### config.mk
export PLATFORM = sky130hd
export DESIGN_NAME = glyph_fetch
export DESIGN_NICKNAME = d
export VERILOG_FILES = /design/src/rtl/glyph_fetch_pkg.sv /design/src/rtl/glyph_fifo.sv /design/src/rtl/glyph_fetch.sv
export SDC_FILE = /design/constraint.sdc
export NUM_CORES = 1
export LEC_CHECK = 0
export ABC_AREA = 0
export BUFFER_PORTS_ARGS = -buffer_cell sky130_fd_sc_hd__buf_2
export CORE_ASPECT_RATIO = 1.5
export CORE_MARGIN = 5
export CORE_UTILIZATION = 55
export CTS_BUF_LIST = sky130_fd_sc_hd__clkbuf_4
export CTS_CLUSTER_SIZE = 40
export DETAILED_ROUTE_END_ITERATION = 10
export HOLD_SLACK_MARGIN = 0.12
export MAX_ROUTING_LAYER = met4
export PLACE_DENSITY = 0.81
export RECOVER_POWER = 25
export SYNTH_ARGS = -nofsm -noshare
export SYNTH_HDL_FRONTEND = slang
export SYNTH_SLANG_ARGS = --single-unit
export TNS_END_PERCENT = 50
### constraint.sdc
create_clock -name clk -period 2.8 [get_ports clk]
set_input_delay 0.56 -clock clk [delete_from_list [all_inputs] [get_ports clk]]
set_output_delay 0.56 -clock clk [all_outputs]
set_load 0.05 [all_outputs]
### src/rtl/glyph_fetch_pkg.sv
// glyph_fetch_pkg: slot constants, text geometry, FSM state type and address helpers
// shared by the glyph fetch engine and its FIFO.
`default_nettype none

package glyph_fetch_pkg;

  localparam int DATAWIDTH  = 16;
  localparam int TEXT_COLS  = 40;
  localparam int TEXT_ROWS  = 30;
  localparam int GLYPH_ROWS = 16;
  localparam int FIFO_WIDTH = DATAWIDTH + 8;

  localparam logic [2:0] VGA_CHAR_SLOT  = 3'd6;
  localparam logic [2:0] VGA_GLYPH_SLOT = 3'd7;

  typedef enum logic [1:0] {
    IDLE  = 2'd0,
    CHAR  = 2'd1,
    GLYPH = 2'd2,
    STALL = 2'd3
  } fetch_state_t;

  function automatic logic [DATAWIDTH-1:0] f_char_addr(
    input logic [DATAWIDTH-1:0] base,
    input logic [4:0]           trow,
    input logic [5:0]           col
  );
    return base + (16'(trow) * 16'(TEXT_COLS)) + 16'(col);
  endfunction

  function automatic logic [DATAWIDTH-1:0] f_glyph_addr(
    input logic [DATAWIDTH-1:0] base,
    input logic [7:0]           code,
    input logic [3:0]           line
  );
    return base + {4'd0, code, 4'd0} + {12'd0, line};
  endfunction

endpackage

`default_nettype wire

### src/rtl/glyph_fifo.sv
// glyph_fifo: two-entry FIFO holding {glyph word, fg, bg} between fetch and shifter.
`default_nettype none

module glyph_fifo #(
  parameter int WIDTH = 24
) (
  input  logic             clk,
  input  logic             rst,
  input  logic             flush,
  input  logic             push,
  input  logic [WIDTH-1:0] wdata,
  input  logic             pop,
  output logic [WIDTH-1:0] rdata,
  output logic             full,
  output logic             empty
);

  logic [WIDTH-1:0] r_mem [2];
  logic             r_wr;
  logic             r_rd;
  logic [1:0]       r_count;
  logic             w_push;
  logic             w_pop;

  assign full   = (r_count == 2'd2);
  assign empty  = (r_count == 2'd0);
  assign rdata  = r_mem[r_rd];
  assign w_push = push && (!full || pop);
  assign w_pop  = pop && !empty;

  always_ff @(posedge clk) begin
    if (!rst) begin
      r_wr     <= 1'b0;
      r_rd     <= 1'b0;
      r_count  <= 2'd0;
      r_mem[0] <= '0;
      r_mem[1] <= '0;
    end else if (flush) begin
      r_wr    <= 1'b0;
      r_rd    <= 1'b0;
      r_count <= 2'd0;
    end else begin
      if (w_push) begin
        r_mem[r_wr] <= wdata;
        r_wr        <= ~r_wr;
      end
      if (w_pop) begin
        r_rd <= ~r_rd;
      end
      case ({w_push, w_pop})
        2'b10:   r_count <= r_count + 2'd1;
        2'b01:   r_count <= r_count - 2'd1;
        default: r_count <= r_count;
      endcase
    end
  end

endmodule

`default_nettype wire

### src/rtl/glyph_fetch.sv
// glyph_fetch: text-mode character/glyph fetch FSM, 2-entry FIFO and pixel shifter.
// Optional macro GLYPH_FETCH_UNDERRUN_EN enables the sticky underrun flag.
`default_nettype none

module glyph_fetch
  import glyph_fetch_pkg::*;
#(
  parameter logic [15:0] TEXT_BASE  = 16'hC000,
  parameter logic [15:0] GLYPH_BASE = 16'h0800
) (
  input  logic        clk,
  input  logic        rst,
  input  logic [2:0]  acnt,
  input  logic [15:0] dmem,
  input  logic        line_start,
  input  logic [8:0]  vrow,
  input  logic        pix_en,
  input  logic        active,
  output logic [15:0] glyph_addr,
  output logic [3:0]  pix_color,
  output logic        underrun
);

  localparam logic [5:0] LAST_COL = 6'(TEXT_COLS - 1);

  fetch_state_t          r_state;
  logic [5:0]            r_col;
  logic [8:0]            r_vrow;
  logic [15:0]           r_char;
  logic [15:0]           r_glyph_addr;

  logic [15:0]           r_shift;
  logic [3:0]            r_bitcnt;
  logic [3:0]            r_fg;
  logic [3:0]            r_bg;
  logic                  r_valid;
  logic [3:0]            r_pix_color;

  logic                  w_push;
  logic                  w_load;
  logic                  w_pop;
  logic                  w_fifo_full;
  logic                  w_fifo_empty;
  logic                  w_full_after;
  logic [FIFO_WIDTH-1:0] w_head;
  logic [15:0]           w_head_word;

  assign w_push       = (r_state == GLYPH) && (acnt == VGA_GLYPH_SLOT) && !line_start;
  assign w_load       = pix_en && active && (r_bitcnt == 4'd0);
  assign w_pop        = w_load && !w_fifo_empty;
  // Push only happens with at most one entry queued, so full afterwards means one stays.
  assign w_full_after = !w_fifo_empty && !w_pop;
  assign w_head_word  = w_head[FIFO_WIDTH-1:8];

  glyph_fifo #(
    .WIDTH (FIFO_WIDTH)
  ) u_fifo (
    .clk   (clk),
    .rst   (rst),
    .flush (line_start),
    .push  (w_push),
    .wdata ({dmem, r_char[11:8], r_char[15:12]}),
    .pop   (w_pop),
    .rdata (w_head),
    .full  (w_fifo_full),
    .empty (w_fifo_empty)
  );

  // glyph_addr is registered alongside the state so it is already valid in the slot clock.
  always_ff @(posedge clk) begin
    if (!rst) begin
      r_state      <= IDLE;
      r_col        <= 6'd0;
      r_vrow       <= 9'd0;
      r_char       <= 16'd0;
      r_glyph_addr <= 16'd0;
    end else if (line_start) begin
      r_state      <= CHAR;
      r_vrow       <= vrow;
      r_col        <= 6'd0;
      r_glyph_addr <= f_char_addr(TEXT_BASE, vrow[8:4], 6'd0);
    end else begin
      case (r_state)
        CHAR: begin
          if (acnt == VGA_CHAR_SLOT) begin
            r_char       <= dmem;
            r_state      <= GLYPH;
            r_glyph_addr <= f_glyph_addr(GLYPH_BASE, dmem[7:0], r_vrow[3:0]);
          end
        end
        GLYPH: begin
          if (acnt == VGA_GLYPH_SLOT) begin
            r_col <= r_col + 6'd1;
            if (r_col == LAST_COL) begin
              r_state <= IDLE;
            end else if (w_full_after) begin
              r_state <= STALL;
            end else begin
              r_state      <= CHAR;
              r_glyph_addr <= f_char_addr(TEXT_BASE, r_vrow[8:4], r_col + 6'd1);
            end
          end
        end
        STALL: begin
          if (!w_fifo_full) begin
            r_state      <= CHAR;
            r_glyph_addr <= f_char_addr(TEXT_BASE, r_vrow[8:4], r_col);
          end
        end
        default: begin
          r_state <= IDLE;
        end
      endcase
    end
  end

  always_ff @(posedge clk) begin
    if (!rst) begin
      r_shift     <= 16'd0;
      r_bitcnt    <= 4'd0;
      r_fg        <= 4'd0;
      r_bg        <= 4'd0;
      r_valid     <= 1'b0;
      r_pix_color <= 4'd0;
    end else if (!active) begin
      r_pix_color <= 4'd0;
    end else if (pix_en) begin
      r_bitcnt <= r_bitcnt + 4'd1;
      if (r_bitcnt == 4'd0) begin
        if (!w_fifo_empty) begin
          r_shift     <= {w_head_word[14:0], 1'b0};
          r_fg        <= w_head[7:4];
          r_bg        <= w_head[3:0];
          r_valid     <= 1'b1;
          r_pix_color <= w_head_word[15] ? w_head[7:4] : w_head[3:0];
        end else begin
          r_shift     <= 16'd0;
          r_valid     <= 1'b0;
          r_pix_color <= 4'd0;
        end
      end else begin
        r_shift     <= {r_shift[14:0], 1'b0};
        r_pix_color <= !r_valid ? 4'd0 : (r_shift[15] ? r_fg : r_bg);
      end
    end
  end

`ifdef GLYPH_FETCH_UNDERRUN_EN
  logic r_underrun;

  always_ff @(posedge clk) begin
    if (!rst) begin
      r_underrun <= 1'b0;
    end else if (w_load && w_fifo_empty) begin
      r_underrun <= 1'b1;
    end
  end

  assign underrun = r_underrun;
`else
  assign underrun = 1'b0;
`endif

  assign glyph_addr = r_glyph_addr;
  assign pix_color  = r_pix_color;

endmodule

`default_nettype wire
# After elaboration in Yosys (flattened, before gate mapping)
# Memories as Yosys holds them, arrays and structs flattened. A register that Yosys moved wholly into a read port is not among the register bits.
# Cells that the tools add are included.
# Widths: inputs -> output; s select.
op_classes:
  bitwise: 5
  n_addsub: 10
  n_mux: 33
  reduce_logical: 28
  eq_ne: 17
  magnitude_cmp: 0
  div: 0
  multipliers: 2
  shift: 0
ops:
  columns: ["operator", "count"]
  rows:
  - ["$mux 16", 8]
  - ["$pmux 16 s3", 1]
  - ["$add 15x12->16 const A", 2]
  - ["$add 16x6->16", 2]
  - ["$mux 24", 1]
  - ["$reduce_or 24->1", 1]
  - ["$mux 4", 5]
  - ["$mul 5x3->8 const B", 2]
  - ["$add 13x4->14", 1]
  - ["$add 12x12->13 const A", 1]
  - ["$ne 3x3->1 const B", 4]
  - ["$reduce_and 3->1", 4]
  - ["$mux 1", 11]
  - ["$mux 2", 5]
  - ["$eq 2x2->1 const B", 4]
  - ["$logic_and 1x1->1", 8]
  - ["$add 6x1->6 const B", 1]
  - ["$eq 3x3->1 const B", 2]
  - ["$eq 6x6->1 const B", 1]
  - ["$pmux 2 s3", 1]
  - ["$reduce_and 2->1", 3]
  - ["$reduce_and 6->1", 1]
  - ["$not 1->1", 5]
  - ["$add 4x1->4 const B", 1]
  - ["other kinds (15)", 20]
totals:
  latch_bits: 0
  ram_bits: 48
  rom_bits: 0
  inputBits: 33
  elab_cells: 111
  reg_bits: 86
  output_inout_bits: 21
  n_memories: 1
memory_table:
  columns: ["name", "words", "word_bits", "rd", "rd_ports_with_merged_regs", "wr", "line", "text"]
  rows:
  - ["u_fifo.r_mem", 2, 24, 1, 1, 2, "glyph_fifo.sv:18", "logic [WIDTH-1:0] r_mem [2];"]

# Longest topological paths before layout
# Gate-level depths: netlist of the first run.
logic_depth:
  depth_word: 11
  depth_mapped: 11
  mapped_depth_nobuf: 10

# Modules after synthesis
# From an unflattened synthesis of the first run, not the netlist that was laid out.
hier_totals:
  hier_cells: 579
  area_unflattened_um2: 6068.3
modules_own_cells:
  columns: ["module", "area_each_um2", "seq_area_each_um2", "cells_each", "n_inst"]
  rows:
  - ["glyph_fetch", 3734.8, 1421.4, 424, 1]
  - ["glyph_fifo", 2333.5, 1541.5, 155, 1]

# Least setup slack after synthesis of the first run
# OpenSTA, ideal clock, no wires.
synth_path:
  kind: "register to register"
  startpoint: "register r_col[2]"
  endpoint: "register r_glyph_addr[9], in the netlist glyph_addr[9]"
  n_path_buf: 0
  required_ns: 2.713
  setup_ns: 0.087
  stages_incl_launch_ff: 11
  synth_period_minus_slack_ns: 2.556
  t_arrival_ns: 2.469
  slack_ns: 0.244
  cell_sequence: "dfxtp_1 and3_1 nand2_1 xnor2_1 ha_1 fa_1 a21oi_1 and4bb_1 xnor3_1 a211o_1 a221oi_2"
synth_via:
  elab_chain_len: 7
  elab_cells_between_ends: 12
  cone_classes: "add/sub (3); eq/ne (2); mux (6); reduce/logical (1)"
synth_lines:
  columns: ["item", "line", "text"]
  rows:
  - ["start: declaration", "glyph_fetch.sv:27", "logic [5:0] r_col;"]
  - ["start signal: assignment", "glyph_fetch.sv:93", "r_col <= r_col + 6'd1;"]
  - ["$add 6x1->6", "glyph_fetch.sv:100", "r_glyph_addr <= f_char_addr(TEXT_BASE, r_vrow[8:4], r_col + 6'd1);"]
  - ["$add 16x6->16", "glyph_fetch_pkg.sv:28", "return base + (16'(trow) * 16'(TEXT_COLS)) + 16'(col);"]
  - ["$mux 16", "glyph_fetch.sv:96", "end else if (w_full_after) begin"]
  - ["$mux 16", "glyph_fetch.sv:94", "if (r_col == LAST_COL) begin"]
  - ["$mux 16", "glyph_fetch.sv:92", "if (acnt == VGA_GLYPH_SLOT) begin"]
  - ["$pmux 16 s3", "glyph_fetch.sv:83", "case (r_state)"]
  - ["$mux 16", "glyph_fetch.sv:77", "end else if (line_start) begin"]
  - ["end signal: assignment", "glyph_fetch.sv:81", "r_glyph_addr <= f_char_addr(TEXT_BASE, vrow[8:4], 6'd0);"]
  - ["end signal: assignment", "glyph_fetch.sv:88", "r_glyph_addr <= f_glyph_addr(GLYPH_BASE, dmem[7:0], r_vrow[3:0]);"]
  - ["end signal: assignment", "glyph_fetch.sv:100", null]
  - ["end: declaration", "glyph_fetch.sv:30", "logic [15:0] r_glyph_addr;"]
# Parallel ways exist; a longest one is shown, timed or not. The select of a mux whose other input is x is not followed.
# A chain may end at the register's enable or synchronous reset.

# Final worst setup path of the first run
layout_path:
  startpoint: "register r_col[0]"
  endpoint: "register r_glyph_addr[9], in the netlist glyph_addr[9]"
# Same word-level chain as after synthesis.

==> reports/results.tsv, run 1 <==
metric	value	unit
critPathRequiredTime	3220	ps
grt_pass1_wl	21710	um
worst-path-buf-inv	0	
cts_made_buffers	17	
initial_core_util	55.72	%
async_reset_ff_share	0	%
cap_violations	0	
final_util	61.68	%
dp_hpwl	9441	um
skew	12.09	ps
post-place-ws	12.40	ps
fill_cells	894	
core	10940	sq um
port_buffers	51	
worst_pin_slew	1354	ps
viasPerCell	5.776	
hold_path_class	in2reg	
drc	0	
power_switching	933.8	uW
clock_path_buffers	2	
grt_overflow_total	0	
yosysSeqAreaShare	48.61	%
swShare	26.54	%
comb_power_share	9.7	%
wl_per_cell	16.97	um
final.min_clock_period	2662	ps
cp_cell_sequence	and3_4 > nand2_1 > xnor2_1 > ha_1 > fa_1 > a21oi_2 > and4bb_1 > xnor3_1 > a211o_1 > a221oi_2	
hold_viol	0	
cp-endpoint	glyph_addr[9]$_SDFFE_PN0P_	
arrival	3080	ps
pwr-share-clk	34.9	%
ant_nets	0	
synth_ff_type	dfxtp_1	
cpMaxStageDelayCell	fa_1	
clk-insertion-delay-late	510	ps
nets	688	
layout_commonest_cell	dfxtp_1	
antenna_found_initial	1	
r2r-start	r_col[0]$_SDFFE_PP0P_	
grt_start_max_net_pins	32	
max-slew-margin-rel	9.740	%
drv_slew	0	
dp_cells	761	
start_kind	flop	
power_density	521.5	nW/um^2
cp_top_family	compound AO/OA/AOI/OAI gates	
setup_viol	0	
layout-drive-gt1-share	18.73	%
drt_iter0_markers	249	
mostFrequentLayoutCells	dfxtp_1, nor2_1, nand2_1, edfxtp_1, and2_1	
rrSetupSlack	140	ps
synth.cell_area	6095	sq um
cts_tree	done	
track_usage	21.62	%
status	finished clean	
rr_endpoint	glyph_addr[9]$_SDFFE_PN0P_	
die-area	13330	sq um
yosysUniqueCellTypes	54	
io-pin-count	54	
chipWidth	95.95	um
post-route-period-util	95.08	%
timing.hold.ws	283.4	ps
yosys_warnings	0	
hold_depth	3	
r2r_cells	10	
syn_to_final_growth	10.70	%
synth_cells	587	
internal_power	2584	uW
ys_ff_latch	124	
slowest_delay	430	ps
fmax	375.6	MHz
endpoint_kind	flop	
p_seq_share	55.4	%
worst_slack	137.8	ps
num_vias	4586	
p_leak	0.002589	uW
fp-row-count	47	
cts_root_buffer	clkbuf_4	
path_max_fanout	4	
cp-startpoint	r_col[0]$_SDFFE_PP0P_	
crit_type	reg2reg	
grt_pass1_vias	4598	
drtPass1Iterations	5	
clock_sinks	124	
htree_levels	4	
setup-tns-final	0	ps
gp_congestion	0.9059	
syn_avg_cell_area	10.38	sq um
synth_edf_count	48	
path_clk_slew	110	ps
final_cells	794	
routed_wl	13480	um
dieHeight	138.9	um
ir_worst_vdd	0.4238	mV
crit_cells	10	
==> sequential cells by signal (all words and copies together) (netlist names), named ones only <==
name            flops
r_state             2
r_vrow              9
pix_color           4
r_bitcnt            4
r_col               6
u_fifo.r_count      2
glyph_addr         14
r_fg                4
u_fifo.r_wr         1
r_char              8
u_fifo.r_rd         1
u_fifo.r_mem       48
r_valid             1
r_bg                4
r_shift            15
==> worst min-delay path by stage <==
stage | from | endpoint | slack [ps]
2_1_floorplan | r_shift[1]$_SDFFE_PN0P_ | r_shift[1]$_SDFFE_PN0P_ | 430
3_5_place_dp | glyph_addr[2]$_SDFFE_PN0P_ | glyph_addr[2]$_SDFFE_PN0P_ | 450
6_report | vrow[1] | r_vrow[1]$_SDFFE_PN0P_ | 280
3_3_place_gp | glyph_addr[11]$_SDFFE_PN0P_ | glyph_addr[11]$_SDFFE_PN0P_ | 440
5_1_grt | vrow[1] | r_vrow[1]$_SDFFE_PN0P_ | 240
4_1_cts | vrow[3] | r_vrow[3]$_SDFFE_PN0P_ | 260
==> power groups by stage <==
| stage | combinational (uW) | clock [uW] | sequential [uW] |
|---|---|---|---|
| after floorplan | 201 | 0 | 2020 |
| after global placement | 333 | 0 | 1980 |
| after detailed placement | 344 | 0 | 1990 |
| after CTS | 347 | 1240 | 1950 |
| after global routing | 374 | 1320 | 1950 |
| final | 343 | 1230 | 1950 |
==> final cells by class <==
cell class	instances	area, sq um	area share [%]
Multi-Input combinational cell	409	2895	42.92
Clock inverter	13	145.1	2.151
Tap cell	147	183.9	2.726
Inverter	13	48.80	0.7233
Clock buffer	19	142.6	2.114
Antenna cell	1	2.502	0.03709
Sequential cell	124	2969	44.01
Timing Repair Buffer	68	359.1	5.323
==> layer usage <==
metal	vias up	track usage, %	share of wire [%]
met3	30	4.235	5.1
met1	2235	24.45	39
li1	2167	-	-
met2	154	36.00	52
met4	0	10.19	3.1
met5	-	-	0
==> worst min-delay path: stages <==
cell and delay [ps]:
buf_2 80, mux2i_1 50, nor2_1 70
==> cell usage after synthesis, types with 7 or more instances <==
library cell	count	area [sq um]
inv_1	13	48.80
and2_1	47	294.0
a31oi_1	18	112.6
a211oi_1	18	135.1
a21oi_1	20	100.1
edfxtp_1	48	1441
nor2b_1	11	68.82
nand4_1	7	43.79
xor2_1	8	70.07
buf_2	12	60.06
clkbuf_1	15	56.30
mux2_2	23	259.0
nand2_1	48	180.2
mux2i_1	35	350.3
xnor2_1	16	140.1
buf_4	8	60.06
o21ai_0	10	50.05
dfxtp_1	76	1521
nand3_1	22	110.1
ha_1	19	237.7
nor2_1	56	210.2
==> metrics by stage <==
| step | cell area (sq um) | total power, uW |
|---|---|---|
| 4_1_cts | 6755 | 3536 |
| 3_5_place_dp | 6467 | 2333 |
| 6_report | 6746 | 3518 |
| 5_1_grt | 6746 | 3652 |
| 2_1_floorplan | 6098 | 2225 |
| 3_3_place_gp | 6467 | 2318 |
==> logic make-up after synthesis <==
group                      Yosys count  synth area share (%)
DFF                                124                 48.61
muxes                               58                 9.998
adders and majority gates           22                 4.886
other                                1               0.06153
buffers and inverters               55                 4.250
AOI/OAI and AO/OA                   92                 10.66
xor gates and xnor gates            25                 3.818
and+or+nand+nor                    210                 17.72
==> what timing repair did <==
| item | in CTS | in global routing |
|---|---|---|
| hold endpoints to repair | 0 | 0 |
| endpoints found under the setup margin | 0 | 1 |
| setup buffers | 0 | 0 |
| gates resized for setup | 0 | 8 |
| hold buffers | 0 | 0 |
Power figures use the tool's default switching activity.
==> run 2, diff against run 1 <==
Settings changed: ABC_AREA 0 to 1.
==> run 2 against run 1 <==
- setup slack better by 200 ps
- hold slack lost 23 ps
- power rose by 1.2%
- register-to-register slack better by 200 ps
- synthesized area shrank 2.6%
- largest power group unchanged
==> reports/results.tsv, run 2 <==
metric	value	unit	change
syn_avg_cell_area	8.185	sq um	was 10.38 sq um
port_buffers	51		unchanged
synth_ff_type	dfxtp_1		unchanged
hold_depth	3		unchanged
p_seq_share	54.9	%	was 55.4%
rr_endpoint	u_fifo.r_mem[0][6]$_SDFFCE_PN0P_		was glyph_addr[9]$_SDFFE_PN0P_
fmax	405.6	MHz	was 375.6 MHz
dieHeight	137.2	um	was 138.9 um
yosys_warnings	0		unchanged
io-pin-count	54		unchanged
wl_per_cell	14.72	um	was 16.97 um
async_reset_ff_share	0	%	unchanged
comb_power_share	11.7	%	was 9.7%
hold_path_class	in2reg		unchanged
timing.hold.ws	260.4	ps	was 283.4 ps
synth_edf_count	48		unchanged
drtPass1Iterations	5		unchanged
pwr-share-clk	33.4	%	was 34.9%
rrSetupSlack	330	ps	was 140 ps
largest_reg_flops	48		unchanged
worst_slack	334.2	ps	was 137.8 ps
cp-startpoint	r_state[1]$_SDFFE_PP0P_		was r_col[0]$_SDFFE_PP0P_
rsz0062_at_grt	false		
r2r-start	r_state[1]$_SDFFE_PP0P_		was r_col[0]$_SDFFE_PP0P_
final.min_clock_period	2466	ps	was 2662 ps
ir_worst_vdd	0.4322	mV	was 0.4238 mV
cts-resized-gates	0		unchanged
fill_cells	957		was 894
grt_use_met1	25.16	%	was 24.45%
clock_sinks	124		unchanged
ys_ff_latch	124		unchanged
ys_top_cells_by_area	dfxtp_1, edfxtp_1, nand2_1		was dfxtp_1, edfxtp_1, mux2i_1
p_leak	0.002692	uW	was 0.002589 uW
gr-usage-met2	41.55	%	was 36.00%
postCtsHoldBufs	0		unchanged
viasPerCell	5.494		was 5.776
cp-endpoint	u_fifo.r_mem[0][6]$_SDFFCE_PN0P_		was glyph_addr[9]$_SDFFE_PN0P_
htree_levels	4		unchanged
power_density	541.6	nW/um^2	was 521.5 nW/um^2
swShare	27.54	%	was 26.54%
antenna_found_initial	0		was 1
critPathRequiredTime	3180	ps	was 3220 ps
worst_pin_slew	801.8	ps	was 1354 ps
grt_start_max_net_pins	31		was 32
setup_viol	0		unchanged
antenna-diode-count	0		was 1
hold_viol	0		unchanged
grt_pass1_vias	5167		was 4598
path_max_fanout	16		was 4
cts_made_buffers	17		unchanged
drc	0		unchanged
chipWidth	94.82	um	was 95.95 um
routed_wl	13810	um	was 13480 um
ant_nets	0		unchanged
drv_slew	0		unchanged
initial_core_util	56.04	%	was 55.72%
endpoint_kind	flop		unchanged
r2r_cells	9		was 10
nets	836		was 688
post-place-ws	425.4	ps	was 12.40 ps
yosysUniqueCellTypes	36		was 54
arrival	2850	ps	was 3080 ps
clk-insertion-delay-late	520	ps	was 510 ps
yosysMostFrequentCell	nand2_1		was dfxtp_1
num_vias	5153		was 4586
die-area	13010	sq um	was 13330 sq um
yosys.area.top_type	dfxtp_1		unchanged
dp_hpwl	10220	um	was 9441 um
largest_register	u_fifo.r_mem		unchanged
synth_cells	725		was 587
power_switching	980.5	uW	was 933.8 uW
mostFrequentLayoutCells	nand2_1, nor2_1, inv_1, dfxtp_1, a21oi_1		was dfxtp_1, nor2_1, nand2_1, edfxtp_1, and2_1
status	finished clean		unchanged
layout-drive-gt1-share	11.08	%	was 18.73%
grt_pass1_wl	23320	um	was 21710 um
grtUsageMet3	5.355	%	was 4.235%
path_clk_slew	110	ps	about the same
post-route-period-util	88.06	%	was 95.08%
grt_overflow_total	0		unchanged
core	10590	sq um	was 10940 sq um
setup-tns-final	0	ps	unchanged
cts_tree	done		unchanged
track_usage	23.58	%	was 21.62%
clock_path_buffers	2		unchanged
syn_to_final_growth	10.75	%	was 10.70%
cap_violations	0		unchanged
fp-row-count	46		was 47
total_power	3560	uW	was 3518 uW
start_kind	flop		unchanged
layout_commonest_cell	nand2_1		was dfxtp_1
busiest_layer	met2		unchanged
synth.top_cells.by_count	nand2_1, nor2_1, inv_1		was dfxtp_1, nor2_1, edfxtp_1, nand2_1, and2_1
synth.top_cell.area_share	25.64	%	was 24.96%
cts_root_buffer	clkbuf_4		unchanged
postCtsSetupBuffers	0		unchanged
yosysSeqAreaShare	49.93	%	was 48.61%
crit_type	reg2reg		unchanged
synth.cell_area	5934	sq um	was 6095 sq um
drt_iter0_markers	349		was 249
internal_power	2579	uW	was 2584 uW
max-slew-margin-rel	46.55	%	was 9.740%
skew	10.71	ps	was 12.09 ps
gp_congestion	0.9541		was 0.9059
==> run 2: cell count changes in the layout (fill, tap and decap cells not counted), sizes merged, moves of 18 or more <==
cell | previous run | this run
nand3 | 22 | 40
a21oi | 22 | 50
and2 | 47 | 0
inv | 14 | 91
nand2 | 50 | 136
o211ai | 1 | 23
nor2 | 56 | 106
mux2i | 35 | 3
mux2 | 23 | 1
o21ai | 11 | 48
==> run 2: how the worst min path moves through the flow <==
stage | startpoint | to
after floorplan | u_fifo.r_count[1]$_SDFFE_PP0P_ | u_fifo.r_count[1]$_SDFFE_PP0P_
after global placement | glyph_addr[5]$_SDFFE_PN0P_ | glyph_addr[5]$_SDFFE_PN0P_
after detailed placement | glyph_addr[5]$_SDFFE_PN0P_ | glyph_addr[5]$_SDFFE_PN0P_
after CTS | vrow[3] | r_vrow[3]$_SDFFE_PN0P_
after global routing | vrow[3] | r_vrow[3]$_SDFFE_PN0P_
final | vrow[3] | r_vrow[3]$_SDFFE_PN0P_
==> run 2: layout make-up <==
cell class                 count  area [sq um]  area share, %
multi-input combinational    476          2447          37.24
clock inverter                13         126.4          1.923
timing repair buffer          69         364.1          5.540
clock buffer                  19         142.6          2.170
tap                          144         180.2          2.741
sequential                   124          2963          45.08
inverter                      93         349.1          5.311
==> run 2: through the flow <==
step                      instance area, sq um  util [%]  std cells
after CTS                                 6629     62.59        938
final                                     6573     62.06        938
after floorplan                           5938         -        726
after global placement                    6360     60.05        906
after detailed placement                  6360     60.05        906
after global routing                      6573     62.06        938
==> run 2: kinds of logic (layout without fill, tap and decap cells) <==
| family | count (synthesis) | after routing | share of synthesized area, % |
|---|---|---|---|
| simple gates | 293 | 293 | 20.58 |
| compound gates | 149 | 149 | 14.23 |
| buf+inv | 126 | 194 | 8.602 |
| flops | 124 | 124 | 49.93 |
| fa+ha+maj | 22 | 22 | 5.018 |
| xor+xnor | 6 | 6 | 0.8855 |
| mux | 4 | 4 | 0.6958 |
| other cells | 1 | 2 | 0.06319 |
==> run 2: critical path, cell delays in order (launching register included) <==
cell and delay [ps]:
dfxtp_1 440, inv_1 130, nor2_1 380, inv_2 70, nor2_1 190, nand3_1 160
or2_1 270, or2_1 350, buf_12 210, nor2_1 110
==> run 2: per-layer routing <==
| layer | part of all wire [%] | wire [um] |
|---|---|---|
| met1 | 38 | 5282 |
| met2 | 53 | 7290 |
| met3 | 5.8 | 802 |
| met4 | 3.1 | 435 |
| met5 | 0 | 0 |
==> run 2: power by group through the flow <==
stage               Combinational [uW]  Clock (uW)  Sequential (uW)
CTS                                422        1200             1960
global route                       460        1290             1960
global placement                   406           0             1990
finish                             416        1190             1960
floorplan                          230           0             2060
detailed placement                 418           0             2000
